===== config.mk =====
export PLATFORM = sky130hd
export DESIGN_NAME = dmem_arbiter
export DESIGN_NICKNAME = d
export VERILOG_FILES = /design/src/rtl/dmem_pkg.sv /design/src/rtl/dmem_prio_sel.sv /design/src/rtl/dmem_arbiter.sv
export SDC_FILE = /design/constraint.sdc
export NUM_CORES = 1
export LEC_CHECK = 0
export ABC_CLOCK_PERIOD_IN_PS = 1900
export CAP_MARGIN = 25
export CORE_AREA = 4 4 114 116
export DETAILED_ROUTE_END_ITERATION = 16
export DIE_AREA = 0 0 118 120
export SLEW_MARGIN = 20
export SYNTH_ARGS = -nofsm -noshare
export SYNTH_HDL_FRONTEND = slang
export SYNTH_SLANG_ARGS = --single-unit

===== constraint.sdc =====
create_clock -name clk -period 1.9 [get_ports clk]
set_clock_uncertainty 0.2 [all_clocks]
set_input_delay 0.38 -clock clk [delete_from_list [all_inputs] [get_ports clk]]
set_output_delay 0.38 -clock clk [all_outputs]
set_load 0.02 [all_outputs]

===== src/rtl/dmem_pkg.sv =====
// dmem_pkg: shared constants and types for the data-memory arbiter.
//   - default address/data/index widths
//   - requester port indices
//   - rsp_t: one-cycle response record captured when an access is accepted
package dmem_pkg;

   localparam int ADDR_W_DEF = 32;
   localparam int DATA_W_DEF = 32;
   localparam int IDX_W_DEF  = 16;

   localparam logic PORT_CPU = 1'b0;
   localparam logic PORT_LDR = 1'b1;

   typedef struct packed {
      logic valid;  // an access was accepted last cycle
      logic port;   // which requester owns the response
      logic rd;     // access was a read
      logic err;    // address was out of range, memory not touched
   } rsp_t;

endpackage


===== src/rtl/dmem_prio_sel.sv =====
// dmem_prio_sel: two-way grant logic with a bounded port-0 streak.
//   clk, rst_n      clock, async active-low reset
//   req0_valid      CPU request (already qualified by reset)
//   req1_valid      loader/debug request (already qualified by reset)
//   gnt0, gnt1      one-hot (or zero) grant, combinational
// Port 0 normally wins a tie; after MAX_STREAK consecutive port-0 grants
// with port 1 waiting, port 1 is forced through once.
module dmem_prio_sel #(
   parameter int MAX_STREAK = 4
) (
   input  logic clk,
   input  logic rst_n,
   input  logic req0_valid,
   input  logic req1_valid,
   output logic gnt0,
   output logic gnt1
);

   logic [3:0] streak;
   logic       at_max;

   assign at_max = (streak == 4'(MAX_STREAK));
   assign gnt1   = req1_valid && (!req0_valid || at_max);
   assign gnt0   = req0_valid && !gnt1;

   // Streak only measures how long port 1 has been kept waiting, so it
   // resets whenever port 1 is not asking or has just been served.
   always_ff @(posedge clk or negedge rst_n) begin
      if (!rst_n)
         streak <= '0;
      else if (!req1_valid || gnt1)
         streak <= '0;
      else if (gnt0 && !at_max)
         streak <= streak + 4'd1;
   end

endmodule


===== src/rtl/dmem_arbiter.sv =====
// dmem_arbiter: shares a single-port data memory between the CPU (port 0)
// and the loader/debug port (port 1). One access per clock, no wait states,
// one-cycle response for every accepted access (reads, writes, errors).
//   clk, rst_n                      clock, async active-low reset
//   reqN_valid/we/addr/wdata        request from port N
//   reqN_ready                      port N accepted this cycle
//   rspN_valid/rdata/err            response for the access accepted last cycle
//   mem_rd/wrt/addr/datain          memory command
//   mem_dataout                     memory read data, valid cycle after mem_rd
module dmem_arbiter
   import dmem_pkg::*;
#(
   parameter int ADDR_W     = ADDR_W_DEF,
   parameter int DATA_W     = DATA_W_DEF,
   parameter int IDX_W      = IDX_W_DEF,
   parameter int MAX_STREAK = 4
) (
   input  logic              clk,
   input  logic              rst_n,
   input  logic              req0_valid,
   input  logic              req0_we,
   input  logic [ADDR_W-1:0] req0_addr,
   input  logic [DATA_W-1:0] req0_wdata,
   output logic              req0_ready,
   output logic              rsp0_valid,
   output logic [DATA_W-1:0] rsp0_rdata,
   output logic              rsp0_err,
   input  logic              req1_valid,
   input  logic              req1_we,
   input  logic [ADDR_W-1:0] req1_addr,
   input  logic [DATA_W-1:0] req1_wdata,
   output logic              req1_ready,
   output logic              rsp1_valid,
   output logic [DATA_W-1:0] rsp1_rdata,
   output logic              rsp1_err,
   output logic              mem_rd,
   output logic              mem_wrt,
   output logic [ADDR_W-1:0] mem_addr,
   output logic [DATA_W-1:0] mem_datain,
   input  logic [DATA_W-1:0] mem_dataout
);

   // Requests are masked while reset is held so nothing is accepted or
   // issued to memory until release.
   logic v0, v1;
   logic gnt0, gnt1;
   assign v0 = req0_valid && rst_n;
   assign v1 = req1_valid && rst_n;

   dmem_prio_sel #(.MAX_STREAK(MAX_STREAK)) u_sel (
      .clk        (clk),
      .rst_n      (rst_n),
      .req0_valid (v0),
      .req1_valid (v1),
      .gnt0       (gnt0),
      .gnt1       (gnt1)
   );

   assign req0_ready = gnt0;
   assign req1_ready = gnt1;

   // Mux the granted request onto a single command.
   logic              acc;
   logic              sel_we;
   logic [ADDR_W-1:0] sel_addr;
   logic [DATA_W-1:0] sel_wdata;
   logic              oor;
   logic              issue;

   assign acc       = gnt0 || gnt1;
   assign sel_we    = gnt1 ? req1_we    : req0_we;
   assign sel_addr  = gnt1 ? req1_addr  : req0_addr;
   assign sel_wdata = gnt1 ? req1_wdata : req0_wdata;
   assign oor       = (sel_addr >> IDX_W) != '0;
   assign issue     = acc && !oor;

   assign mem_rd     = issue && !sel_we;
   assign mem_wrt    = issue &&  sel_we;
   assign mem_addr   = issue ? sel_addr  : '0;
   assign mem_datain = issue ? sel_wdata : '0;

   // Response record; async reset drops any in-flight response.
   rsp_t pend;

   always_ff @(posedge clk or negedge rst_n) begin
      if (!rst_n) begin
         pend <= '0;
      end else begin
         pend.valid <= acc;
         pend.port  <= gnt1 ? PORT_LDR : PORT_CPU;
         pend.rd    <= acc && !sel_we;
         pend.err   <= acc && oor;
      end
   end

   logic [DATA_W-1:0] rd_data;
   logic              own0, own1;

   assign rd_data = (pend.rd && !pend.err) ? mem_dataout : '0;
   assign own0    = pend.valid && (pend.port == PORT_CPU);
   assign own1    = pend.valid && (pend.port == PORT_LDR);

   assign rsp0_valid = own0;
   assign rsp0_err   = own0 && pend.err;
   assign rsp0_rdata = own0 ? rd_data : '0;
   assign rsp1_valid = own1;
   assign rsp1_err   = own1 && pend.err;
   assign rsp1_rdata = own1 ? rd_data : '0;

endmodule


==> impl_metrics.csv, run 1 <==
group,metric,value,unit
pwr,power_report.internal_total,827,uW
detailed_routing,vias,3106,
floorplanning,floorplan.die_area,14200,um2
pwr,net-switching-power,292,uW
pwr,power.clock.fraction,0.309,
logic_synthesis,syn_inst,206,
timing,timing.final.setup_violations,116,
placed_design,last_weighted_congestion_value_of_the_routability_driven_placer,0.759,
run,cap_viol_max_count,0,
clocking,ctsRootBufferMaster,"sky130_fd_sc_hd__clkbuf_16",
pwr,sw_frac_of_total,0.261,
global_route,grt.total_usage,0.172,
clocking,clock_sink_count,8,
critical_path,critical_path_peak_fanout,3,
timing,drv_slew,0,
global_route,first_global_vias,3473,
logic_synthesis,synth.largest_area_cell,"sky130_fd_sc_hd__a32o_1",
timing,hold_violations,0,
placed_design,dpl.hpwl,9.23,mm
pwr,max-vdd-ir-drop,0.000207,V
timing,fin_worst_hold_slack,110,ps
floorplanning,die_h,120,um
detailed_routing,postRouteWirelength,13.9,mm
floorplanning,chipWidth,118,um
logic_synthesis,netlist-cell-type-count,30,
logic_synthesis,synth_top_area_frac,0.294,
run_status,failed_checks,"negative setup slack",
timing,min_period,2660,ps
detailed_routing,drtPass1Iterations,4,
critical_path,crit_type,"reg2out",
floorplanning,start_util,0.140,
global_route,gr-total-overflow,0,
pwr,comb_power_share,0.530,
logic_synthesis,syn-cell-area,1670,um2
global_route,antenna_found_initial,0,
global_route,grt_max_degree,50,
detailed_routing,viasPerCell,4.47,
logic_synthesis,synth_top_flop_cell,"sky130_fd_sc_hd__dfrtp_1",
critical_path,cpMaxStageDelayCell,"sky130_fd_sc_hd__dfrtp_1",
logic_synthesis,netlist_top_cells_area,"sky130_fd_sc_hd__a32o_1 29%, sky130_fd_sc_hd__and2_1 25%, sky130_fd_sc_hd__dfrtp_1 12%",
layout,layout-drive-gt1-share,0.635,
clocking,cts-root-to-sink-buffers,2,
logic_synthesis,ys_warn_count,0,
global_route,wire_length_of_the_first_global_routing_pass,19.3,mm
critical_path,critPathArrivalTime,2080,ps
floorplanning,ios,302,
critical_path,endpoint_kind,"primary output",
timing,timing.fmax,377,MHz
critical_path,cp_cell_sequence,"inv_1 > ha_2 > nand3b_1 > a211oi_4 > buf_6 > buf_12 > buf_16 > buf_6 > a32o_2 > buf_6",
critical_path,cp_slowest_stage_delay,370,ps
pwr,power.sequential.fraction,0.162,
timing,fin_crit_sh,1.40,
timing,setup_slack,-755,ps
detailed_routing,avgRoutedWirePerCell,20.0,um
timing,grt_setup_unrepaired,"yes",
placed_design,numPlacedInstances,640,
clocking,tritoncts_clock_tree,"built",
layout,areaGrowthSynthToFinish,261,%
placed_design,post-place-ws,-1370,ps
critical_path,timing.critical_path.mode_cell,"sky130_fd_sc_hd__buf_6",
logic_synthesis,syn-mean-instance-area,8.09,um2
logic_synthesis,synth_sequential_area_ratio,0.120,
clocking,cts_htree_levels,1,
detailed_routing,ant_nets,0,
floorplanning,design.core.area,11900,um2
layout,nets,718,
clocking,clock_latency,230,ps
placed_design,numPortBuffers,285,
critical_path,worst-endpoint-required,1320,ps
layout,final-instance-count-excl-fill,695,
floorplanning,core.rowCount,40,
hold_path,worstHoldPathType,"in2async",
detailed_routing,route.detailed.drc,0,
logic_synthesis,count_of_flip_flops_with_a_built_in_enable_after_synthesis,0,
clocking,cts_inserted_buffers,3,
detailed_routing,drtIter0Drc,78,
pwr,p_per_area,186,nW/um2
layout,antennaDiodeCount,0,
logic_synthesis,async_reset_ff_frac,1.00,
critical_path,cp-start-kind,"flop",
run_status,run_status,"finished, violations left",
logic_synthesis,synth_seq_cells,8,
pwr,p_leak,2.95,nW
clocking,clk_pin_slew_worst_paths,40,ps
-- area by class of cell --
cell class | count | area (um2)
fillers | 1086 | 5890
clock buffers | 3 | 75.1
repair buffers | 361 | 3950
well taps | 147 | 184
inverters | 5 | 18.8
flip-flops and latches | 8 | 200
multi-input cells | 171 | 1600
-- synth_stat cells, types with 2 or more instances --
library cell                n
sky130_fd_sc_hd__a32o_1    49
sky130_fd_sc_hd__nand4_1    3
sky130_fd_sc_hd__and3b_1    2
sky130_fd_sc_hd__buf_4     16
sky130_fd_sc_hd__ha_1       2
sky130_fd_sc_hd__clkbuf_1  11
sky130_fd_sc_hd__dfrtp_1    8
sky130_fd_sc_hd__buf_6      5
sky130_fd_sc_hd__inv_1      4
sky130_fd_sc_hd__nor2_1     8
sky130_fd_sc_hd__nand2_1    3
sky130_fd_sc_hd__nor4_1     4
sky130_fd_sc_hd__and2_1    66
sky130_fd_sc_hd__a21oi_1    2
sky130_fd_sc_hd__buf_2      5
sky130_fd_sc_hd__nor4_2     4
-- worst paths after layout --
| kind | startpoint | end | slack [ps] | depth (start not counted) |
|---|---|---|---|---|
| worst max-delay path | u_sel.streak[1] | mem_datain[8] | -760 | 10 |
| worst min-delay path | rst_n | u_sel.streak[0] | 110 | 2 |
| worst max register to register | u_sel.streak[1] | pend[0] | -30 | 9 |
| worst min register to register | u_sel.streak[0] | u_sel.streak[0] | 340 | 2 |
| max in group asynchronous | rst_n | pend[1] | 1260 | 2 |
| min in group clk | u_sel.streak[0] | u_sel.streak[0] | 340 | 2 |
-- layer usage --
| layer | vias to the layer above | wire length, um | GRT usage |
|---|---|---|---|
| met4 | 0 | 246 | 0.0498 |
| met5 | - | 0 | 0 |
| met3 | 14 | 1160 | 0.0471 |
| li1 | 1453 | - | - |
| met2 | 197 | 7770 | 0.348 |
| met1 | 1442 | 4750 | 0.168 |
-- power groups by stage --
stage / combinational (mW) / clock (mW) / sequential [mW]
3_3_place_gp: 0.552 / 0 / 0.183
2_1_floorplan: 0.131 / 0 / 0.183
4_1_cts: 0.590 / 0.354 / 0.181
3_5_place_dp: 0.556 / 0 / 0.183
5_1_grt: 0.625 / 0.362 / 0.182
6_report: 0.593 / 0.345 / 0.181
-- cell families (layout without fill, tap and decap cells) --
kind of cell               count (synthesis)  after routing  share of synthesized area
and+or+nand+nor                           95             95                      0.357
AOI/OAI and AO/OA                         56             56                      0.338
buffers and inverters                     42            369                      0.157
DFF                                        8              8                      0.120
adders and majority gates                  2              2                     0.0150
xor gates and xnor gates                   2              2                     0.0105
other                                      1             16                    0.00225
-- stage by stage --
step                setup TNS (ps)  cell area [um2]  utilization  power, mW
floorplan                    -8850             1850            -      0.313
global placement            -87030             4880        0.410      0.735
detailed placement          -89270             4880        0.410      0.740
CTS                         -56660             5730        0.481       1.13
global route                -60580             6020        0.505       1.17
finish                      -51640             6020        0.505       1.12
-- cells in the final DEF (no fill, tap or decap), types with 7 or more instances in the layout --
cell type	synthesis	layout
sky130_fd_sc_hd__clkdlybuf4s50_1	0	130
sky130_fd_sc_hd__buf_6	5	129
sky130_fd_sc_hd__and2_4	0	66
sky130_fd_sc_hd__a32o_2	0	49
sky130_fd_sc_hd__buf_4	16	36
sky130_fd_sc_hd__conb_1	1	16
sky130_fd_sc_hd__dlygate4sd2_1	0	13
sky130_fd_sc_hd__buf_16	0	11
sky130_fd_sc_hd__clkdlybuf4s15_1	0	10
sky130_fd_sc_hd__dfrtp_1	8	8
sky130_fd_sc_hd__buf_12	0	8
sky130_fd_sc_hd__buf_2	5	7
sky130_fd_sc_hd__clkbuf_2	0	7
-- state kept, by name (all words and copies together), names as in the netlist --
name	count
u_sel.streak	4
pend	4
-- what timing repair did --
action	in CTS	in global routing
gates resized for setup	794	109
hold buffers	0	0
pin swaps	21	46
endpoints found under the setup margin	121	121
gates cloned	13	5
buffers inserted	32	16
-- critical path, delay by kind of cell (launching register included) --
family,cells,cell delay (ps)
buffers and inverters,6,630
and+or+nand+nor,1,170
AOI/OAI and AO/OA,2,490
DFF,1,370
adders and majority gates,1,170
No activity file was read; power rests on OpenSTA's default activity.
==> run 2, diff against run 1 <==
Settings changed: GPL_TIMING_DRIVEN set to 1.
==> results of run 2 <==
Same layout as run 1: the final DEF is identical, and so are final timing and power.
==> run 3, diff against run 2 <==
Settings changed: CORE_AREA 4 4 114 116 to 3 3 116 118, DIE_AREA 0 0 118 120 to 0 0 119 121.
==> impl_metrics.csv, run 3 (synthesis gave the netlist of run 1 again) <==
group,metric,value,unit
run_status,run_status,"finished, violations left",
run_status,failed_checks,"negative setup slack",
timing,drv_slew,0,
clocking,tritoncts_clock_tree,"built",
placed_design,numPlacedInstances,665,
clocking,cts_htree_levels,1,
floorplanning,start_util,0.133,
detailed_routing,avgRoutedWirePerCell,18.5,um
critical_path,crit_type,"reg2out",
critical_path,cp_cell_sequence,"inv_2 > ha_4 > nand3b_1 > a211oi_4 > buf_6 > buf_12 > buf_8 > buf_8 > buf_6 > a32o_2 > buf_6",
detailed_routing,route.detailed.drc,0,
floorplanning,ios,302,
global_route,grt_max_degree,50,
timing,timing.final.setup_violations,116,
clocking,clock_latency,230,ps
global_route,antenna_found_initial,1,
placed_design,dpl.hpwl,8.96,mm
pwr,power.sequential.fraction,0.162,
run,cap_viol_max_count,0,
pwr,max-vdd-ir-drop,0.000219,V
critical_path,cp-start-kind,"flop",
layout,areaGrowthSynthToFinish,252,%
floorplanning,floorplan.die_area,14400,um2
pwr,comb_power_share,0.523,
layout,layout-drive-gt1-share,0.609,
detailed_routing,drtIter0Drc,54,
clocking,cts-root-to-sink-buffers,2,
global_route,first_global_vias,3248,
timing,fin_crit_sh,1.41,
hold_path,worstHoldPathType,"in2async",
floorplanning,design.core.area,12600,um2
critical_path,cp_slowest_stage_delay,380,ps
placed_design,last_weighted_congestion_value_of_the_routability_driven_placer,0.742,
global_route,wire_length_of_the_first_global_routing_pass,18.3,mm
detailed_routing,drtPass1Iterations,4,
detailed_routing,vias,3040,
layout,nets,704,
critical_path,timing.critical_path.mode_cell,"sky130_fd_sc_hd__buf_6",
pwr,power.clock.fraction,0.315,
clocking,clk_pin_slew_worst_paths,40,ps
layout,final_common_cell,"sky130_fd_sc_hd__clkdlybuf4s50_1",
pwr,finalPower,1.12,mW
layout,antennaDiodeCount,0,
critical_path,endpoint_kind,"primary output",
global_route,gr-total-overflow,0,
floorplanning,chipWidth,119,um
clocking,cts_hold_buf,0,
global_route,grt.total_usage,0.162,
clocking,clock_sink_count,8,
pwr,p_leak,2.85,nW
timing,hold_violations,0,
pwr,p_per_area,190,nW/um2
timing,setup_slack,-780,ps
detailed_routing,ant_nets,0,
clocking,cts_inserted_buffers,3,
critical_path,critPathArrivalTime,2100,ps
pwr,power_report.internal_total,824,uW
placed_design,numPortBuffers,285,
timing,final.setup.tns,-48540,ps
critical_path,worst-endpoint-required,1320,ps
critical_path,cpMaxStageDelayCell,"sky130_fd_sc_hd__dfrtp_1",
layout,highest_count_cells_in_the_layout_ignoring_fill_and_taps,"131 x sky130_fd_sc_hd__clkdlybuf4s50_1, 127 x sky130_fd_sc_hd__buf_6, 65 x sky130_fd_sc_hd__and2_4",
timing,min_period,2680,ps
clocking,ctsRootBufferMaster,"sky130_fd_sc_hd__clkbuf_16",
layout,final-instance-count-excl-fill,706,
detailed_routing,postRouteWirelength,13.1,mm
pwr,sw_frac_of_total,0.263,
timing,timing.fmax,373,MHz
timing,grt_setup_unrepaired,"yes",
detailed_routing,viasPerCell,4.31,
floorplanning,core.rowCount,41,
layout,layout_top_registers,"pend: 4 flops, u_sel.streak: 4 flops",
pwr,net-switching-power,294,uW
critical_path,critical_path_peak_fanout,4,
floorplanning,die_h,121,um
[run 3: cell count changes in the layout (fill, tap and decap cells not counted), sizes merged]
cell           previous run  this run
buf                     197       182
clkbuf                   13         7
dlygate4sd2              13        17
clkdlybuf4s15            11        13
clkdlybuf4s50           130       131
[run 3: repair_timing]
action,4_1_cts,5_1_grt
pin swaps,29,50
gates cloned,10,5
buffers inserted,24,8
gates resized for setup,758,121
endpoints found under the setup margin,121,120
[run 3: final cells by class]
cell class	instances	area [um2]
clock buffer	3	75.1
fill	1183	6700
inverter	5	18.8
multi-input combinational	171	1580
sequential	8	200
tap	172	215
timing repair buffer	347	3780
[run 3: worst max-delay path: cells and delay by family (launching register included)]
kind | cells | cell delay, ps
AOI/OAI and AO/OA | 2 | 460
adders and majority gates | 1 | 130
buffers and inverters | 7 | 710
DFF | 1 | 380
and+or+nand+nor | 1 | 190
[run 3: per-layer routing]
metal	routed length, um	track usage	vias up
met5	13	0	-
met4	178	0.0275	2
met3	1160	0.0480	17
met2	6780	0.306	202
met1	4940	0.180	1406
li1	-	-	1413
[run 3: path summary, 6_finish.rpt]
path | start | to | slack [ps] | depth (start not counted)
setup / recovery | u_sel.streak[1] | mem_addr[12] | -780 | 11
hold / removal | rst_n | u_sel.streak[3] | 100 | 2
setup reg to reg | u_sel.streak[1] | pend[0] | 100 | 8
hold reg to reg | u_sel.streak[0] | u_sel.streak[0] | 360 | 2
max in group asynchronous | rst_n | pend[1] | 1270 | 2
min in group clk | u_sel.streak[0] | u_sel.streak[0] | 360 | 2
[run 3: through the flow]
step | utilization | worst slack (ps) | instance area [um2] | hold WS (ps)
after floorplan | - | -174 | 1850 | -116
after global placement | 0.391 | -1330 | 4910 | 321
after detailed placement | 0.391 | -1310 | 4910 | 339
after CTS | 0.439 | -984 | 5520 | 103
after global routing | 0.467 | -852 | 5870 | 122
final | 0.467 | -780 | 5870 | 100
[run 3: power by group through the flow]
| stage | Sequential, mW | Clock (mW) | Combinational, mW |
|---|---|---|---|
| 6_report | 0.181 | 0.352 | 0.585 |
| 5_1_grt | 0.182 | 0.367 | 0.619 |
| 4_1_cts | 0.181 | 0.357 | 0.576 |
| 3_5_place_dp | 0.183 | 0 | 0.560 |
| 3_3_place_gp | 0.183 | 0 | 0.554 |
| 2_1_floorplan | 0.183 | 0 | 0.131 |
